`config.mk`:
```
export PLATFORM = sky130hd
export DESIGN_NAME = io_mem_read_dma
export DESIGN_NICKNAME = d
export VERILOG_FILES = /design/src/rtl/io_mem_read_dma.sv
export SDC_FILE = /design/constraint.sdc
export NUM_CORES = 2
export LEC_CHECK = 0
export BUFFER_PORTS_ARGS = -buffer_cell sky130_fd_sc_hd__clkbuf_2
export CELL_PAD_IN_SITES_DETAIL_PLACEMENT = 0
export CELL_PAD_IN_SITES_GLOBAL_PLACEMENT = 1
export CORE_MARGIN = 4
export CORE_UTILIZATION = 55
export CTS_CLUSTER_DIAMETER = 30
export DETAILED_ROUTE_END_ITERATION = 10
export MAX_ROUTING_LAYER = met4
export PLACE_DENSITY_LB_ADDON = 0.1
export SLEW_MARGIN = 20
export SYNTH_ARGS = -nofsm -noshare
export SYNTH_HDL_FRONTEND = slang
export SYNTH_SLANG_ARGS = --single-unit
```
`constraint.sdc`:
```
create_clock -name clk -period 10.3 [get_ports clk]
set_clock_uncertainty 0.05 [all_clocks]
set_input_delay 1.03 -clock clk [delete_from_list [all_inputs] [get_ports clk]]
set_output_delay 1.03 -clock clk [all_outputs]
set_load 0.1 [all_outputs]
```
`src/rtl/io_mem_read_dma.sv`:
```
// Read-side DMA ahead of conv2D: splits a read command into credit-checked memory
// bursts and returns words in order through a response FIFO. Optional perf counters: RD_DMA_PERF_CNT_EN.
module io_mem_read_dma #(
  parameter int AWIDTH    = 32,
  parameter int DWIDTH    = 32,
  parameter int MAX_BURST = 16,
  parameter int LOGDEPTH  = 6
) (
  input  logic              clk,
  input  logic              rst,
  input  logic [AWIDTH-1:0] req_read_addr,
  input  logic              req_read_addr_valid,
  output logic              req_read_addr_ready,
  input  logic [31:0]       req_read_len,
  output logic [DWIDTH-1:0] rdata,
  output logic              rdata_valid,
  input  logic              rdata_ready,
  output logic [AWIDTH-1:0] mem_req_addr,
  output logic [31:0]       mem_req_len,
  output logic              mem_req_valid,
  input  logic              mem_req_ready,
  input  logic [DWIDTH-1:0] mem_resp_data,
  input  logic              mem_resp_valid,
  output logic              busy
`ifdef RD_DMA_PERF_CNT_EN
  ,
  output logic [31:0]       stall_cycles,
  output logic [31:0]       beats_out
`endif
);

  localparam int                DEPTH       = 1 << LOGDEPTH;
  localparam logic [31:0]       MAX_BURST_W = 32'(MAX_BURST);
  localparam logic [31:0]       BEAT_BYTES  = 32'(DWIDTH / 8);
  localparam logic [LOGDEPTH:0] FULL_COUNT  = (LOGDEPTH + 1)'(DEPTH);
  localparam logic [33:0]       DEPTH_W     = 34'(DEPTH);

  typedef enum logic [1:0] {IDLE, ISSUE, DRAIN} state_t;

  state_t              state, state_next;
  logic [AWIDTH-1:0]   cur_addr;
  logic [31:0]         remaining;
  logic [31:0]         outstanding;
  logic [31:0]         burst_len;
  logic [33:0]         committed;
  logic                credit_ok;
  logic                cmd_fire;
  logic                mem_fire;
  logic                resp_accept;
  logic                enq;
  logic                deq;

  logic [DWIDTH-1:0]   fifo_mem [DEPTH];
  logic [LOGDEPTH-1:0] wr_ptr;
  logic [LOGDEPTH-1:0] rd_ptr;
  logic [LOGDEPTH:0]   fifo_count;

  // Every word already in the FIFO or still owed by memory holds a slot, so a burst
  // is only requested once all of its beats are guaranteed a place to land.
  assign burst_len   = (remaining > MAX_BURST_W) ? MAX_BURST_W : remaining;
  assign committed   = 34'(fifo_count) + 34'(outstanding) + 34'(burst_len);
  assign credit_ok   = (committed <= DEPTH_W);

  assign cmd_fire    = req_read_addr_valid && req_read_addr_ready;
  assign mem_fire    = (state == ISSUE) && credit_ok && mem_req_ready;
  assign resp_accept = mem_resp_valid && (outstanding != 32'd0);
  assign deq         = rdata_valid && rdata_ready;
  assign enq         = resp_accept && ((fifo_count != FULL_COUNT) || deq);

  assign req_read_addr_ready = (state == IDLE);
  assign busy                = (state != IDLE);
  assign rdata_valid         = (fifo_count != '0);
  assign rdata               = fifo_mem[rd_ptr];

  always_ff @(posedge clk or negedge rst) begin
    if (!rst) begin
      state <= IDLE;
    end else begin
      state <= state_next;
    end
  end

  // Request fields only change on a fire and credit can only grow while waiting,
  // so a raised request stays stable until memory takes it.
  always_comb begin
    state_next    = state;
    mem_req_valid = 1'b0;
    mem_req_addr  = '0;
    mem_req_len   = '0;
    case (state)
      IDLE: begin
        if (cmd_fire && (req_read_len != 32'd0)) state_next = ISSUE;
      end
      ISSUE: begin
        mem_req_valid = credit_ok;
        mem_req_addr  = cur_addr;
        mem_req_len   = burst_len;
        if (credit_ok && mem_req_ready && (remaining == burst_len)) state_next = DRAIN;
      end
      DRAIN: begin
        if ((outstanding == 32'd0) || ((outstanding == 32'd1) && resp_accept)) state_next = IDLE;
      end
      default: state_next = IDLE;
    endcase
  end

  always_ff @(posedge clk or negedge rst) begin
    if (!rst) begin
      cur_addr    <= '0;
      remaining   <= '0;
      outstanding <= '0;
    end else begin
      if ((state == IDLE) && cmd_fire && (req_read_len != 32'd0)) begin
        cur_addr  <= req_read_addr;
        remaining <= req_read_len;
      end else if (mem_fire) begin
        cur_addr  <= cur_addr + AWIDTH'(burst_len * BEAT_BYTES);
        remaining <= remaining - burst_len;
      end
      outstanding <= outstanding + (mem_fire ? burst_len : 32'd0) - (resp_accept ? 32'd1 : 32'd0);
    end
  end

  always_ff @(posedge clk or negedge rst) begin
    if (!rst) begin
      wr_ptr     <= '0;
      rd_ptr     <= '0;
      fifo_count <= '0;
    end else begin
      if (enq) wr_ptr <= wr_ptr + 1'b1;
      if (deq) rd_ptr <= rd_ptr + 1'b1;
      case ({enq, deq})
        2'b10:   fifo_count <= fifo_count + 1'b1;
        2'b01:   fifo_count <= fifo_count - 1'b1;
        default: fifo_count <= fifo_count;
      endcase
    end
  end

  always_ff @(posedge clk) begin
    if (enq) fifo_mem[wr_ptr] <= mem_resp_data;
  end

`ifdef RD_DMA_PERF_CNT_EN
  // Counters restart with each accepted command and stick at all-ones.
  always_ff @(posedge clk or negedge rst) begin
    if (!rst) begin
      stall_cycles <= '0;
      beats_out    <= '0;
    end else if (cmd_fire) begin
      stall_cycles <= '0;
      beats_out    <= '0;
    end else begin
      if ((state == ISSUE) && !credit_ok && (stall_cycles != 32'hFFFF_FFFF))
        stall_cycles <= stall_cycles + 32'd1;
      if (deq && (beats_out != 32'hFFFF_FFFF))
        beats_out <= beats_out + 32'd1;
    end
  end
`endif

endmodule

```
# Yosys cells after proc, flatten, opt, wreduce, memory -nomap -nowiden
# Memory sizes are Yosys's and may differ from the RTL's.
# Cells that the tools add are included.
[classes] n_eq_ne=10 add_sub_neg=10 order_cmp=2 n_reduce_logical=23 mux=17
[op_table] cell="$mux 32" count=8
[op_table] cell="$add 32x32->32" count=2
[op_table] cell="$reduce_bool 32->1" count=2
[op_table] cell="$add 33x32->34" count=1
[op_table] cell="$le 34x7->1 const B" count=1
[op_table] cell="$add 7x32->33" count=1
[op_table] cell="$eq 32x1->1 const B" count=1
[op_table] cell="$eq 32x32->1" count=1
[op_table] cell="$gt 32x5->1 const B" count=1
[op_table] cell="$logic_not 32->1" count=1
[op_table] cell="$sub 32x1->32" count=1
[op_table] cell="$sub 32x32->32" count=1
[op_table] cell="$pmux 7 s2" count=1
[op_table] cell="$add 6x1->6 const B" count=2
[op_table] cell="$logic_and 1x1->1" count=12
[op_table] cell="$add 7x1->7 const B" count=1
[op_table] cell="$ne 7x7->1 const B" count=1
[op_table] cell="$reduce_bool 7->1" count=1
[op_table] cell="$sub 7x1->7 const B" count=1
[op_table] cell="$mux 2" count=3
[op_table] cell="$pmux 2 s3" count=1
[op_table] cell="$reduce_bool 2->1" count=3
[op_table] cell="$eq 2x1->1 const B" count=2
[op_table] cell="$eq 2x2->1 const B" count=2
[op_table] cell="other kinds (6)" count=11
[totals] register_bits=117 output_inout_bits=100 wordCells=70 ram_bits=2048 n_memories=1
[mem_list] memory="fifo_mem" depth=64 word_bits=32 read_ports=1 rd_ports_with_merged_regs=0 wr=1 line="53" source="logic [DWIDTH-1:0] fifo_mem [DEPTH];"

# Logic depth before layout (Yosys ltp)
[logic_depth] word_depth=9 ltp_mapped=41 depth_no_buf=35

# Least setup slack after synthesis
# No wires, ideal clock.
[synth_timing] path_kind="reg2reg" from="register remaining[20]" to="register outstanding[31]" required_ps=10170 synth_period_minus_slack_ps=9428 slack_ps=872 path_stages_with_launch=39 t_arrival_ps=9298 setup_time_ps=80 path_cell_list="dfrtp_1 > or4_1 > nor4_2 > and3_1 > clkbuf_1 > clkbuf_1 > nand2_1 > xnor2_1 > ha_1 > ha_1 > inv_1 > fa_1 > nor2b_1 > o31a_4 > o21ai_0 > a311o_1 > a2111oi_2 > nand4_1 > [... 3 more ...] > buf_4 > buf_6 > buf_2 > nand3_1 > ha_1 > inv_1 > ha_1 > a21o_1 > a21oi_1 > o21ai_0 > a21oi_1 > o21ai_0 > a211oi_1 > o31ai_1 > or4_1 > a31o_2 > a21oi_1 > xnor2_1"
[synth_via] elab_chain_cells=9
[synth_lines] element="start: declaration" line="42" source="logic [31:0] remaining;"
[synth_lines] element="start signal: assignment" line="115" source="remaining <= req_read_len;"
[synth_lines] element="start signal: assignment" line="118" source="remaining <= remaining - burst_len;"
[synth_lines] element="$gt 32x5->1" line="60" source="assign burst_len = (remaining > MAX_BURST_W) ? MAX_BURST_W : remaining;"
[synth_lines] element="$mux 32 (*)" line="60"
[synth_lines] element="$add 33x32->34" line="61" source="assign committed = 34'(fifo_count) + 34'(outstanding) + 34'(burst_len);"
[synth_lines] element="$le 34x7->1" line="62" source="assign credit_ok = (committed <= DEPTH_W);"
[synth_lines] element="$logic_and 1x1->1 (2 in series)" line="65" source="assign mem_fire = (state == ISSUE) && credit_ok && mem_req_ready;"
[synth_lines] element="$mux 32 (*)" line="120" source="outstanding <= outstanding + (mem_fire ? burst_len : 32'd0) - (resp_accept ? 32'd1 : 32'd0);"
[synth_lines] element="$add 32x32->32 (*)" line="120"
[synth_lines] element="$sub 32x1->32 (*)" line="120"
[synth_lines] element="end signal: assignment" line="120"
[synth_lines] element="end: declaration" line="43" source="logic [31:0] outstanding;"
# Every way passes the cells marked *; elsewhere a longest branch is shown, timed or not.
# A chain may end at the register's enable or synchronous reset.

# Final worst setup path
# Same ends and word-level chain as after synthesis.

==> results.md <==
- DR WL met3: 22500 um
- Fin. Hold Viols: 0
- Fillers: between 10000 and 15000
- Avg Vias per Cell: 6.19
- Top sig layer: met4
- Internal power: approximately 24 mW
- Simple-gate area share of the yosys netlist: 0.0305
- WL met1: roughly 89000 um
- FP Rows: between 100 and 150
- Crit Path Max Fanout: 9
- CP delay by family, top: compound AO/OA/AOI/OAI gates
- Core area: 0.163 mm^2
- Routed wire length: 227000 um
- Die Span X: 412 um
- Asr flop ratio synth: 0.0540
- Startpoint types: flip-flop
- Finish-stage setup viols: 0
- Hold path cells: 3
- Synth top area cells: edfxtp_1 68%, mux4_2 17%, dfrtp_1 3.3%
- Total number of vias: 46838
- Leak: 36.9 nW
- Clk root buf: clkbuf_16
- First-pass GRT wire length: 331000 um
- Area growth syn-to-layout: 21.0%
- Die height: 412 um
- Iter 0 DRT Violations: about 5200
- Syn Area/Cell: between 20 and 25 um^2
- Hpwl dp: 125000 um
- Worst path arrival time: 10290 ps
- Worst-margin pin slew: 1110 ps
- Worst setup margin: roughly 760 ps
- CTS buffer count: 425
- Psw: 12.1 mW
- Max rail drop VDD: around 1.1 mV
- Slew Limit Headroom: 0.259
- Post-Route Utilization: 0.668
- Synth warn: 0
- Post-layout min period: 9540 ps
- Sequential power share: 0.297
- Switch share: 0.338
- Clk sinks: 2165
- Pin count of the biggest net entering global routing: 151
- Routability Congestion: between 0.8 and 0.9
- Final #Nets: 5302
- CP Data Required Time: 11050 ps
- DR DRC count: 0
- Combinational cell fraction of total power: 0.324
- Initial antenna violation count: 18
- Power Dens Cells: 329 mW/mm^2
- Clk pwr share: 0.379
- Area leader, netlist: edfxtp_1
- Xor-xnor portion of the synthesized cell area: 0.00819
- Number of synthesized flops with an enable pin: about 2000
- Drt wl/cell: 30.0 um
- Initial core utilization: 0.552
- CTS Buffer Depth: 4
- Number of global-route vias before repair: 47751
- Total Routing Usage GR: 0.280
- Fraction of the mapped netlist area in adder cells: 0.0236
- Crit-path slowest cell: or4_1
- Critical path class: reg -> reg
- Register bit total from synthesis: 2165
- WL met2: 110000 um
- Synth Cell Area: between 0.08 and 0.09 mm^2
- Sequential share of the synthesized area: 0.717
- Worst setup slack after placement: 488 ps
- Worst Setup End Kind: flip-flop
- Buffers on Ports: 174
- Maxcap violations: 0
- Mapped Cells: 4456
- CTS tree: done
- Drt first pass iters: 6
- Die area: 0.170 mm^2
- H-tree levels: 5
- Layout cells sized above 1: 0.329
- Clk_lat worst skew: 930 ps
- # IOs: 202
- Post-detailed-route count of antenna-violating nets: 0
- Hold Crit Class: in -> reg
- Non-filler cells, final: 7563
- WP depth: 35
- Clock transition at path regs: about 40 ps
- Grt ovf: 0
- RSZ-0062 raised after global routing: no
- Netlist cell types: 85
- CP max stage delay: 610 ps
- Outcome: complete, no violations
- Max-slew violation count: 0
- Mux cell area share after synthesis: 0.172
- R2R depth: 35
- Dpl cells: a little under 7000
- Area fraction in compound gates after synthesis: 0.0311
- Top cell by count, worst path: ha_1
- Largest family of logic cells by synthesized area: multiplexers
- Crit path buf inv count: 4
- Fmax achieved: ~0.10 GHz
- Setup Total Neg Slack: 0 ps
- Main synth FF type: edfxtp_1
- Share of the synthesized area in the top cell type: 0.685
- Post-route clock period utilization: 0.927
-- path summary, 6_finish.rpt --
kind / from / end / slack (ps)
worst max-delay path: remaining[20] / outstanding[31] / 760
worst min-delay path: req_read_addr[1] / cur_addr[1] / 270
worst max register to register: remaining[20] / outstanding[31] / 760
worst min register to register: cur_addr[0] / cur_addr[0] / 420
max in group asynchronous: rst / rd_ptr[0] / 8110
min in group asynchronous: rst / remaining[5] / 620
-- cells in the mapped netlist, drive strengths merged (42+ instances only) --
library cell / instances
a21oi: 108
and2: 42
buf: 91
clkbuf: 143
dfrtp: 117
edfxtp: 2048
ha: 156
inv: 145
mux4: 672
nand2: 144
nor2: 154
o21ai: 80
xnor2: 61
-- cell families after synthesis --
group	after synthesis
compound gates	402
xor+xnor	84
fa+ha+maj	166
buf+inv	379
flops	2165
mux	701
other cells	2
simple gates	557
-- placed cells by master (no fill, tap or decap), types with 17 or more instances in the layout --
master      count
mux2i_1        22
clkinv_4       28
xor2_1         23
nor4_1         20
and2_1         42
nand2_1       144
clkbuf_2      152
and3_1         19
buf_4         111
a21oi_1       106
nor2_4         64
a21o_1         34
dfrtp_1       111
clkinv_2       77
o21ai_0        74
inv_1         145
conb_1        105
edfxtp_1     2048
clkinvlp_4     45
or3_1          19
clkbuf_16     428
mux4_2        672
ha_1          156
xnor2_1        61
clkinv_1       48
inv_6          27
o221a_2        17
nor3_1         26
nand4_1        29
nand3_1        34
clkbuf_1       40
bufinv_16      57
nor2_1         89
-- per-stage QoR --
stage	cell area, um^2	power [mW]	hold WS [ps]
CTS	109000	36.0	211
global route	109000	37.3	248
global placement	94200	22.3	401
detailed placement	94300	22.3	414
floorplan	90200	19.0	387
finish	109000	35.8	273
-- power by group through the flow --
stage	clock [mW]	combinational [mW]	sequential, mW
2_1_floorplan	0	8.56	10.5
3_3_place_gp	0	11.5	10.8
6_report	13.6	11.6	10.6
3_5_place_dp	0	11.5	10.8
4_1_cts	13.7	11.6	10.7
5_1_grt	14.2	12.4	10.7
-- metal layers --
layer / vias to the layer above / track usage
met4: 0 / 0.0783
met5: - / -
li1: 19718 / -
met3: 370 / 0.0787
met1: 24629 / 0.376
met2: 2121 / 0.427
-- registers in the layout, summed over array words and instances, names as in the netlist --
signal and flops:
fifo_count 7, cur_addr 32, outstanding 32, fifo_mem 2048, state 2, remaining 32, wr_ptr 6, rd_ptr 6
-- worst reg2reg max path, delay by kind of cell, from the launching register on --
kind / cells / cell delay, ps
fa+ha+maj: 5 / 1530
xor+xnor: 2 / 300
simple gates: 10 / 3080
compound gates: 14 / 3560
flops: 1 / 410
buf+inv: 4 / 530
-- what timing repair did --
item,CTS,global route
buffers inserted,0,3
endpoints found under the hold margin,2,0
gates resized for setup,0,1
endpoints found under the setup margin,0,1
hold buffers,1,0
-- area by class of cell --
class                   instances  area, um^2  share of cell area
diodes                          6        15.0            0.000138
clock buffers                 479       11000               0.101
clock inverters               293        3280              0.0302
inverters                     145         544             0.00501
multi-input cells            2015       24700               0.227
flip-flops and latches       2165       64400               0.593
well taps                    2175        2720              0.0250
repair buffers                285        1930              0.0178
No activity file was read; power rests on OpenSTA's default activity.
